$ cat config.mk
export PLATFORM = sky130hd
export DESIGN_NAME = gshare_pht_flat
export DESIGN_NICKNAME = d
export VERILOG_FILES = /design/src/rtl/gshare_pht_if.sv /design/src/rtl/gshare_pht.sv /design/src/flat_wrapper.sv
export SDC_FILE = /design/constraint.sdc
export NUM_CORES = 1
export LEC_CHECK = 0
export BUFFER_PORTS_ARGS = -buffer_cell sky130_fd_sc_hd__buf_2
export CORE_ASPECT_RATIO = 0.9
export CORE_MARGIN = 10
export CORE_UTILIZATION = 35
export DETAILED_ROUTE_END_ITERATION = 8
export PLACE_DENSITY_LB_ADDON = 0.05
export RECOVER_POWER = 25
export SYNTH_ARGS = -nofsm -noshare
export SYNTH_HDL_FRONTEND = slang
export SYNTH_SLANG_ARGS = --single-unit
$ cat constraint.sdc
create_clock -name clk -period 7.36 [get_ports clk]
set_input_delay 0.736 -clock clk [delete_from_list [all_inputs] [get_ports clk]]
set_output_delay 0.736 -clock clk [all_outputs]
set_load 0.01 [all_outputs]
$ cat src/rtl/gshare_pht_if.sv
// Request/response bundle for the gshare pattern history table.
// The master side issues predictions and branch resolutions; the slave
// side (the table) returns the prediction, its readiness and its statistics.
interface gshare_pht_if #(
    parameter int W_IND  = 6,
    parameter int W_HIST = 6
);
    logic              en;
    logic              predict;
    logic [W_IND-1:0]  pc_idx;
    logic              resolve;
    logic [W_IND-1:0]  res_idx;
    logic              res_taken;
    logic              res_mispred;
    logic              ready;
    logic              pred_valid;
    logic              pred_taken;
    logic [W_IND-1:0]  pred_idx;
    logic [W_HIST-1:0] ghr;
    logic [15:0]       mispred_cnt;

    modport master (
        output en, predict, pc_idx, resolve, res_idx, res_taken, res_mispred,
        input  ready, pred_valid, pred_taken, pred_idx, ghr, mispred_cnt
    );

    modport slave (
        input  en, predict, pc_idx, resolve, res_idx, res_taken, res_mispred,
        output ready, pred_valid, pred_taken, pred_idx, ghr, mispred_cnt
    );
endinterface

$ cat src/rtl/gshare_pht.sv
// Gshare branch predictor pattern history table.
// After reset the table is swept to "weakly not-taken" one entry per cycle;
// once running, predictions hash the PC index with the global history and
// resolutions train the addressed saturating counter and shift the history.
// A same-cycle prediction always sees the counter and history before update.
module gshare_pht #(
    parameter int W_IND  = 6,
    parameter int W_CTR  = 2,
    parameter int W_HIST = 6
) (
    input  logic        clk,
    input  logic        rst,
    gshare_pht_if.slave bus
);
    typedef enum logic {INIT, RUN} state_t;

    localparam logic [W_CTR-1:0] CTR_INIT  = {1'b0, {(W_CTR-1){1'b1}}};
    localparam logic [W_CTR-1:0] CTR_MAX   = '1;
    localparam logic [W_IND-1:0] ADDR_LAST = '1;

    state_t            state;
    state_t            state_next;
    logic [W_IND-1:0]  init_addr;
    logic [W_CTR-1:0]  table_mem [2**W_IND];

    logic [W_HIST-1:0] ghr_q;
    logic [15:0]       mis_q;
    logic              pv_q;
    logic              pt_q;
    logic [W_IND-1:0]  pi_q;

    logic              pred_acc;
    logic              res_acc;
    logic [W_IND-1:0]  hash_idx;
    logic [W_CTR-1:0]  res_ctr;
    logic [W_CTR-1:0]  res_ctr_next;
    logic              wr_en;
    logic [W_IND-1:0]  wr_addr;
    logic [W_CTR-1:0]  wr_data;

    assign pred_acc = bus.en && bus.predict && (state == RUN);
    assign res_acc  = bus.en && bus.resolve && (state == RUN);
    assign hash_idx = bus.pc_idx ^ W_IND'(ghr_q);

    assign bus.ready       = (state == RUN);
    assign bus.pred_valid  = pv_q;
    assign bus.pred_taken  = pt_q;
    assign bus.pred_idx    = pi_q;
    assign bus.ghr         = ghr_q;
    assign bus.mispred_cnt = mis_q;

    // State register and init sweep address; reset restarts the sweep at 0
    always_ff @(posedge clk or posedge rst) begin
        if (rst) begin
            state     <= INIT;
            init_addr <= '0;
        end else begin
            state <= state_next;
            if (state == INIT) begin
                init_addr <= init_addr + 1'b1;
            end
        end
    end

    // Leave INIT once the last entry has been written; RUN is terminal
    always_comb begin
        state_next = state;
        case (state)
            INIT: if (init_addr == ADDR_LAST) state_next = RUN;
            RUN:  state_next = RUN;
            default: state_next = INIT;
        endcase
    end

    // Saturating training step for the counter addressed by the resolution
    always_comb begin
        res_ctr      = table_mem[bus.res_idx];
        res_ctr_next = res_ctr;
        if (bus.res_taken) begin
            if (res_ctr != CTR_MAX) res_ctr_next = res_ctr + 1'b1;
        end else begin
            if (res_ctr != '0) res_ctr_next = res_ctr - 1'b1;
        end
    end

    // Single write port shared by the init sweep and resolution training
    always_comb begin
        wr_en   = 1'b0;
        wr_addr = init_addr;
        wr_data = CTR_INIT;
        if (state == INIT) begin
            wr_en = 1'b1;
        end else if (res_acc) begin
            wr_en   = 1'b1;
            wr_addr = bus.res_idx;
            wr_data = res_ctr_next;
        end
    end

    // Counter storage; contents are only meaningful after the init sweep
    always_ff @(posedge clk) begin
        if (wr_en) begin
            table_mem[wr_addr] <= wr_data;
        end
    end

    // Prediction result, history and misprediction statistics
    always_ff @(posedge clk or posedge rst) begin
        if (rst) begin
            pv_q  <= 1'b0;
            pt_q  <= 1'b0;
            pi_q  <= '0;
            ghr_q <= '0;
            mis_q <= '0;
        end else begin
            pv_q <= pred_acc;
            pt_q <= pred_acc ? table_mem[hash_idx][W_CTR-1] : 1'b0;
            pi_q <= pred_acc ? hash_idx : '0;
            if (res_acc) begin
                ghr_q <= (ghr_q << 1) | W_HIST'(bus.res_taken);
                if (bus.res_mispred && (mis_q != 16'hFFFF)) begin
                    mis_q <= mis_q + 16'd1;
                end
            end
        end
    end
endmodule
$ cat src/flat_wrapper.sv
// flat-port wrapper written by rule: the top's interface ports become plain ports
module gshare_pht_flat 
#(
    parameter int W_IND  = 6,
    parameter int W_CTR  = 2,
    parameter int W_HIST = 6
)
  (clk, rst, bus_en, bus_predict, bus_pc_idx, bus_resolve, bus_res_idx, bus_res_taken, bus_res_mispred, bus_ready, bus_pred_valid, bus_pred_taken, bus_pred_idx, bus_ghr, bus_mispred_cnt);
  gshare_pht_if #(.W_IND(W_IND), .W_HIST(W_HIST)) bus_i ();
  input  logic clk;
  input  logic rst;
  input wire logic [$bits(bus_i.en)-1:0] bus_en;
  input wire logic [$bits(bus_i.predict)-1:0] bus_predict;
  input wire logic [$bits(bus_i.pc_idx)-1:0] bus_pc_idx;
  input wire logic [$bits(bus_i.resolve)-1:0] bus_resolve;
  input wire logic [$bits(bus_i.res_idx)-1:0] bus_res_idx;
  input wire logic [$bits(bus_i.res_taken)-1:0] bus_res_taken;
  input wire logic [$bits(bus_i.res_mispred)-1:0] bus_res_mispred;
  output wire logic [$bits(bus_i.ready)-1:0] bus_ready;
  output wire logic [$bits(bus_i.pred_valid)-1:0] bus_pred_valid;
  output wire logic [$bits(bus_i.pred_taken)-1:0] bus_pred_taken;
  output wire logic [$bits(bus_i.pred_idx)-1:0] bus_pred_idx;
  output wire logic [$bits(bus_i.ghr)-1:0] bus_ghr;
  output wire logic [$bits(bus_i.mispred_cnt)-1:0] bus_mispred_cnt;
  assign bus_i.en = bus_en;
  assign bus_i.predict = bus_predict;
  assign bus_i.pc_idx = bus_pc_idx;
  assign bus_i.resolve = bus_resolve;
  assign bus_i.res_idx = bus_res_idx;
  assign bus_i.res_taken = bus_res_taken;
  assign bus_i.res_mispred = bus_res_mispred;
  assign bus_ready = bus_i.ready;
  assign bus_pred_valid = bus_i.pred_valid;
  assign bus_pred_taken = bus_i.pred_taken;
  assign bus_pred_idx = bus_i.pred_idx;
  assign bus_ghr = bus_i.ghr;
  assign bus_mispred_cnt = bus_i.mispred_cnt;
  gshare_pht #(.W_IND(W_IND), .W_CTR(W_CTR), .W_HIST(W_HIST)) u_core (.clk(clk), .rst(rst), .bus(bus_i));
endmodule
# After elaboration in Yosys (flattened, before gate mapping)
# Memories as Yosys holds them, arrays and structs flattened.
# Cells that the tools add are included.
# word_totals
out_inout_bits	31
elab_cells	40
memories	1
regBits	37
ramBits	128
# memory_table
name	depth	width	rd	rd_clocked_by_memory_dff	write_ports	line	rtl
u_core.table_mem	64	2	2	0	1	gshare_pht.sv:24	logic [W_CTR-1:0] table_mem [2**W_IND];
# classes
n_eq_ne	3
n_reduce_logical	7
n_bitwise	3
n_addsub	4
muxes	15
# op_table
cell	count
6-bit two-way mux	3
16-bit by 1-bit adder with 16-bit output (second input constant)	1
16-bit != test (second input constant)	1
2-bit two-way mux	5
6-bit by 1-bit adder with 6-bit output (second input constant)	1
6-bit equality test (second input constant)	1
1-bit two-way mux	6
6-bit by 1-bit bitwise OR with 6-bit output	1
6-bit bitwise XOR	1
1-bit logical AND	5
2-bit by 1-bit adder with 2-bit output (second input constant)	1
2-bit != test (second input constant)	1
1-bit case mux with 2 select lines	1
2-bit AND reduction	1
2-bit nonzero test	1
2-bit by 1-bit subtractor with 2-bit output (second input constant)	1
1-bit NOT	1

# Depth between registers and ports, before layout
# Gate-level depths: netlist of the first run.
# logic_depth
ltp_word	6
mapped_depth	9
mapped_depth_nobuf	7

# Worst setup path before layout of the first run
# OpenSTA, ideal clock, no wires.
# synth_path
path_type	input port to flip-flop
start	input port bus_res_idx[0]
end	memory u_core.table_mem[0][0], data pin
arrival_ns	4.832
n_path_buf	2
required_time_ns	6.658
cell_stages	8
setup_time_ns	0.702
setup_slack_ns	1.827
path_cell_list	buf_2 > buf_6 > mux4_2 > mux2_2 > a211oi_2 > a211o_1 > a21oi_1 > o21ai_0
# synth_via
elab_chain_cells	6
# synth_rtl
item	line	rtl
from (decl)	flat_wrapper.sv:16	input wire logic [$bits(bus_i.res_idx)-1:0] bus_res_idx;
memory 64 x 2 bit (*)	--	
2-bit by 1-bit subtractor with 2-bit output (tied with other cells)	gshare_pht.sv:82	if (res_ctr != '0) res_ctr_next = res_ctr - 1'b1;
2-bit two-way mux (on tied branches)	gshare_pht.sv:82, gshare_pht.sv:80	
2-bit two-way mux (*)	gshare_pht.sv:79	if (bus.res_taken) begin
2-bit two-way mux (*)	gshare_pht.sv:93	end else if (res_acc) begin
2-bit two-way mux (*)	gshare_pht.sv:91	if (state == INIT) begin
via u_core.wr_data[0]	gshare_pht.sv:39	logic [W_CTR-1:0] wr_data;
to (decl)	gshare_pht.sv:24	
# The timed path passes the listed nets; every way through them passes the cells marked *.

# Worst setup path after layout of the first run
# layout_path
start	input port bus_res_idx[0]
end	memory u_core.table_mem[49][1], data pin
# Same word-level chain as after synthesis.

==> results.cfg, run 1 <==
[synthesis]
yosysTopAreaCell = edfxtp_1
yosys_warnings = 0
synth_edf_count = 128
netlist_instances = 511
synth-seq-cells = 165
syn_avg_cell_area_sq_um = 14.9
syn_area_sq_mm = 0.00762
synth_cell_types = 49
syn_nets = 532
synth_top_area_frac = 0.505
ys.flop_type = edfxtp_1
synth_area_leaders = edfxtp_1 50%, dfrtp_1 12%, mux4_2 11%, mux4_1 4.1%, nor2_1 3.8%
yosysSeqAreaShare = 0.626
synth-async-reset-ratio = 0.224

[hold_path]
hold_path_depth = 1
min_from = u_core.bus.mispred_cnt[9]
min_to = u_core.bus.mispred_cnt[9]
hold_path_class = register to register

[critical_path]
critPathKind = primary input to register
max_stage_delay_ps = 880
worstPathCellList = buf_2 -> buf_4 -> mux4_2 -> mux2i_1 -> mux2i_1 -> o22ai_1 -> a211oi_1 -> maj3_2 -> and2_2
reg2reg_to = u_core.table_mem[32][1]
r2r-start = u_core.bus.ready
crit_required_ps = 7430
worstPathArrival_ps = 4160
cpMostUsedCell = mux2i_1
crit_fanout = 64
reg2reg_depth = 6
critPathSlowestCell = and2_2
r2r_setup_slack_ps = 3980
start_kind = primary input
crit_path_end_kind = register

[clock_tree]
ctsResizeCount = 0
cts_tree = built
max-clock-path-buffers = 2
htree_levels = 4
cts-hold-fix-buffers = 0
cts_sinks = 165
cts_buffers = 17
root_buffer = clkbuf_16
clk_pin_slew_worst_paths_ps = 70
clk_latency_ps = 430
cts_setup_buffers = 0

[cells_and_area]
diodes = 0
mostFrequentLayoutCells = 128 x edfxtp_1, 77 x nor2_1, 53 x nand2_1
drive_above_1_share = 0.186
areaGrowthSynthToFinish_pct = 14.8
final_nets = 588
final_common_cell = edfxtp_1
final_core_util = 0.407

[route]
drt_iter0_drc = 338
routed-via-count = 4523
drcViolationCount = 0
wire_per_inst_um = 22.4
first_pass_iters = 5
ant_nets = 0
vias_per_cell = 5.19
drt-total-wl_mm = 19.5

[grt]
antenna_found_initial = 0
track_usage = 0.141
grt_overflow_total = 0
grt_max_degree = 65
grt_pass1_vias = 4637
grt_first_pass_wirelength_mm = 29.5

[sta]
rsz0062_at_grt = false
hold_violations = 0
setup_viol = 0
fin_setup_tns_ps = 0
fmax_mhz = 244
finalMaxSlewViolations = 38
tightest_slew_ps = 2070
relSlewSlack = -0.380
skew_ps = 14.9
min_period_over_period = 0.556
period_minus_slack_ps = 4090
setup_slack_ps = 3270
holdWs_ps = 492

[floorplanning]
fp.dieH_um = 160
die-area_sq_mm = 0.0281
core_area_sq_mm = 0.0215
row_count = 51
die_w_um = 176
start_util = 0.354
num_io_pins = 50

[place]
port_buffers = 49
gp_congestion = 0.791
post-dp-hpwl_mm = 13.2
place_ws_ps = 2740

[status]
status = complete, but fails checks
violations = max-capacitance violations, max-slew violations

[power_and_ir_drop]
powerDensity_mw_per_mm2 = 226
irDropWorstVdd_mv = 0.142
p_leak_nw = 2.70

[run]
cap_viol_max_count = 1
-- routing by layer --
layer,track usage,wire length [um]
met1,0.201,9530
met2,0.212,9110
met3,0.0311,677
met4,0.0412,189
met5,0,0
-- synthesized netlist by cell type, types with 2 or more instances --
cell type,instances
ha_1,2
a22o_1,2
buf_6,5
and2_1,5
a21oi_1,4
o31ai_1,2
buf_2,3
nor3_1,4
nand3b_1,4
nand2b_1,4
o22ai_1,5
nor2_1,77
a211oi_1,5
nand3_1,16
mux4_2,36
o21a_1,2
dfrtp_1,37
nor2b_1,8
mux2_2,6
xor2_1,7
nand4_1,6
mux2i_1,12
or3_1,2
inv_1,5
and3_1,4
buf_4,2
clkbuf_1,10
mux4_1,12
xnor2_1,18
nand2_1,53
a22oi_1,2
and4_1,4
edfxtp_1,128
o21ai_0,4
-- worst max path at each step --
stage	start	endpoint	slack (ps)
after CTS	bus_res_idx[0]	u_core.table_mem[3][1]	3190
after detailed placement	bus_res_idx[0]	u_core.table_mem[15][1]	2740
after floorplan	bus_res_idx[0]	u_core.table_mem[0][0]	1830
after global routing	bus_res_idx[0]	u_core.table_mem[52][1]	2890
final	bus_res_idx[0]	u_core.table_mem[49][1]	3270
after global placement	bus_res_idx[0]	u_core.table_mem[14][1]	2850
-- critical path: cells and delay by family --
kind                       cells  cell delay, ps
AOI/OAI and AO/OA              2             500
adders and majority gates      1             290
buffers and inverters          2            1030
muxes                          3             660
and+or+nand+nor                1             880
-- flip-flops by register name (all words and copies together) (netlist names) --
register                count
u_core.bus.ready            1
u_core.table_mem          128
u_core.bus.pred_valid       1
u_core.init_addr            6
u_core.bus.mispred_cnt     16
u_core.bus.pred_taken       1
u_core.bus.ghr              6
u_core.bus.pred_idx         6
-- kinds of logic (layout without fill, tap and decap cells) --
group           after synthesis  after routing  synth area share
simple gates                189            189             0.112
flops                       165            165             0.626
mux                          67             67             0.174
compound gates               35             35            0.0330
xor+xnor                     26             26            0.0309
buf+inv                      26             95            0.0192
fa+ha+maj                     3              3           0.00476
-- metrics by stage --
| step | power, mW | std cells | instance area (sq um) |
|---|---|---|---|
| finish | 1.97 | 871 | 8750 |
| global route | 2.04 | 871 | 8750 |
| CTS | 1.99 | 871 | 8790 |
| detailed placement | 1.08 | 839 | 8190 |
| global placement | 1.08 | 839 | 8190 |
| floorplan | 1.06 | 511 | 7620 |
-- where the power goes --
part / internal [mW] / switching [mW] / leakage (nW) / total, mW
Sequential: 0.992 / 0 / 1.40 / 0.992
Clock: 0.521 / 0.396 / 0.294 / 0.917
Combinational: 0.0246 / 0.0407 / 1.00 / 0.0652
Total: 1.54 / 0.437 / 2.70 / 1.97
-- layout make-up --
cell class,instances,area [sq um]
clock buffer,18,439
tap,291,364
sequential,165,4770
inverter,5,18.8
multi-input combinational,320,2720
fill,2020,12800
timing repair buffer,58,267
clock inverter,14,166
No activity file was read; power rests on OpenSTA's default activity.
==> inputs of run 2 (changes only) <==
==> constraint.sdc (replaced) <==
create_clock -name clk -period 3.65 [get_ports clk]
set_input_delay 0.365 -clock clk [delete_from_list [all_inputs] [get_ports clk]]
set_output_delay 0.365 -clock clk [all_outputs]
set_load 0.01 [all_outputs]
==> run 2 against run 1 <==
The run now ends clean. Flip-flop and latch count did not move. Power rose by 94%. Utilization grew 0.18 points. Largest cell class unchanged. Worst setup slack worse by 2500 ps. Count of clock-buffer cells in the layout is the same. Via count increased by 1.3%.
==> results.cfg, run 2 (same netlist as run 1, synthesis figures left out) <==
[floorplanning]
fp.dieH_um = 160
die-area_sq_mm = 0.0281
core_area_sq_mm = 0.0215
row_count = 51
start_util = 0.354
num_io_pins = 50
die_w_um = 176

[sta]
rsz0062_at_grt = false
setup_viol = 0
fin_setup_tns_ps = 0
relSlewSlack = 0.372
hold_violations = 0
skew_ps = 10.8
holdWs_ps = 81.3
tightest_slew_ps = 942
finalMaxSlewViolations = 0
period_minus_slack_ps = 2830
min_period_over_period = 0.776
fmax_mhz = 353

[critical_path]
start_kind = register
reg2reg_depth = 5
crit_path_end_kind = register
worstPathCellList = clkbuf_1 -> nand3_1 -> o22ai_1 -> nand2_1 -> nor2_1
crit_buf_inv = 1
reg2reg_to = u_core.table_mem[36][1]
r2r-start = u_core.bus.ready
max_stage_delay_ps = 540
crit_family = simple AND/OR/NAND/NOR gates
worstPathArrival_ps = 2950
crit_fanout = 14
critPathSlowestCell = nand3_1
critPathKind = register to register
r2r_setup_slack_ps = 820
crit_required_ps = 3770

[cells_and_area]
mostFrequentLayoutCells = 128 x edfxtp_1, 77 x nor2_1, 53 x nand2_1
regMostFlops = u_core.table_mem
seq_area_sq_mm = 0.00477
largest_register_ffs = 128
final_core_util = 0.409
instances_no_fill = 879
drive_above_1_share = 0.190
areaGrowthSynthToFinish_pct = 15.3
diodes = 0
nFillCells = 2037
final_nets = 596
final_common_cell = edfxtp_1
multiInputGateArea_sq_mm = 0.00272
stdcell_area_sq_mm = 0.00879

[status]
status = complete, no violations

[clock_tree]
max-clock-path-buffers = 2
root_buffer = clkbuf_16
cts-hold-fix-buffers = 0
ctsResizeCount = 0
cts_sinks = 165
cts_setup_buffers = 0
clk_latency_ps = 440
clk_pin_slew_worst_paths_ps = 70
cts_tree = built
htree_levels = 4
cts_buffers = 17

[place]
gp_congestion = 0.759
post-dp-hpwl_mm = 14.0
dp_cells = 847
port_buffers = 49
place_area_sq_mm = 0.00829

[grt]
grt_pass1_vias = 4872
grt_max_degree = 45
track_usage = 0.146
antenna_found_initial = 2
grt_overflow_total = 0
grt_first_pass_wirelength_mm = 30.3

[route]
ant_nets = 0
vias_per_cell = 5.21
drt-total-wl_mm = 20.0
drt_iter0_drc = 318
first_pass_iters = 4
routed-via-count = 4581
drcViolationCount = 0
wire_per_inst_um = 22.8

[power_and_ir_drop]
switching_power_uw = 838
powerDensity_mw_per_mm2 = 437
seq_power_share = 0.522
irDropWorstVdd_mv = 0.257
power_frac_clock = 0.442
comb_power_share = 0.036
internal_power_mw = 3.00
p_leak_nw = 2.71
p_sw_frac = 0.219

[run]
cap_viol_max_count = 0

[hold_path]
hold_path_class = primary input to asynchronous set/reset pin
==> run 2: power groups by stage <==
stage               Combinational (mW)  Clock [mW]  Sequential (mW)
floorplan                       0.0912           0             2.04
global placement                 0.141           0             2.04
detailed placement               0.141           0             2.04
CTS                              0.142        1.74             2.00
global route                     0.148        1.83             2.00
finish                           0.137        1.70             2.00
==> run 2: cell type report <==
type,count,area share
well taps,291,0.0414
clock buffers,18,0.0488
flip-flops and latches,165,0.543
inverters,5,0.00214
clock inverters,14,0.0142
repair buffers,66,0.0406
multi-input cells,320,0.310
==> run 2: how the worst max path moves through the flow <==
stage | slack (ps) | startpoint | to | cells after the start
floorplan | 350 | bus_res_idx[0] | u_core.table_mem[0][0] | 8
global placement | 480 | bus_res_idx[0] | u_core.table_mem[12][1] | 9
detailed placement | 460 | bus_res_idx[0] | u_core.table_mem[15][1] | 9
CTS | 820 | u_core.bus.ghr[0] | u_core.bus.pred_taken | 7
global route | 520 | u_core.bus.ready | u_core.table_mem[60][0] | 5
finish | 820 | u_core.bus.ready | u_core.table_mem[36][1] | 5
==> run 2: routing by layer <==
layer | vias up | share of wire | global-route usage | wire length, um
li1 | 2088 | - | - | -
met1 | 2372 | 0.46 | 0.195 | 9280
met4 | 2 | 0.021 | 0.0504 | 417
met2 | 94 | 0.47 | 0.227 | 9390
met3 | 25 | 0.046 | 0.0375 | 911
met5 | - | 0.00065 | 0 | 13
==> run 2: stage by stage <==
step | worst slack, ps | power, mW
after floorplan | 349 | 2.13
after global placement | 476 | 2.18
after detailed placement | 463 | 2.18
after CTS | 822 | 3.89
after global routing | 521 | 3.98
final | 817 | 3.84
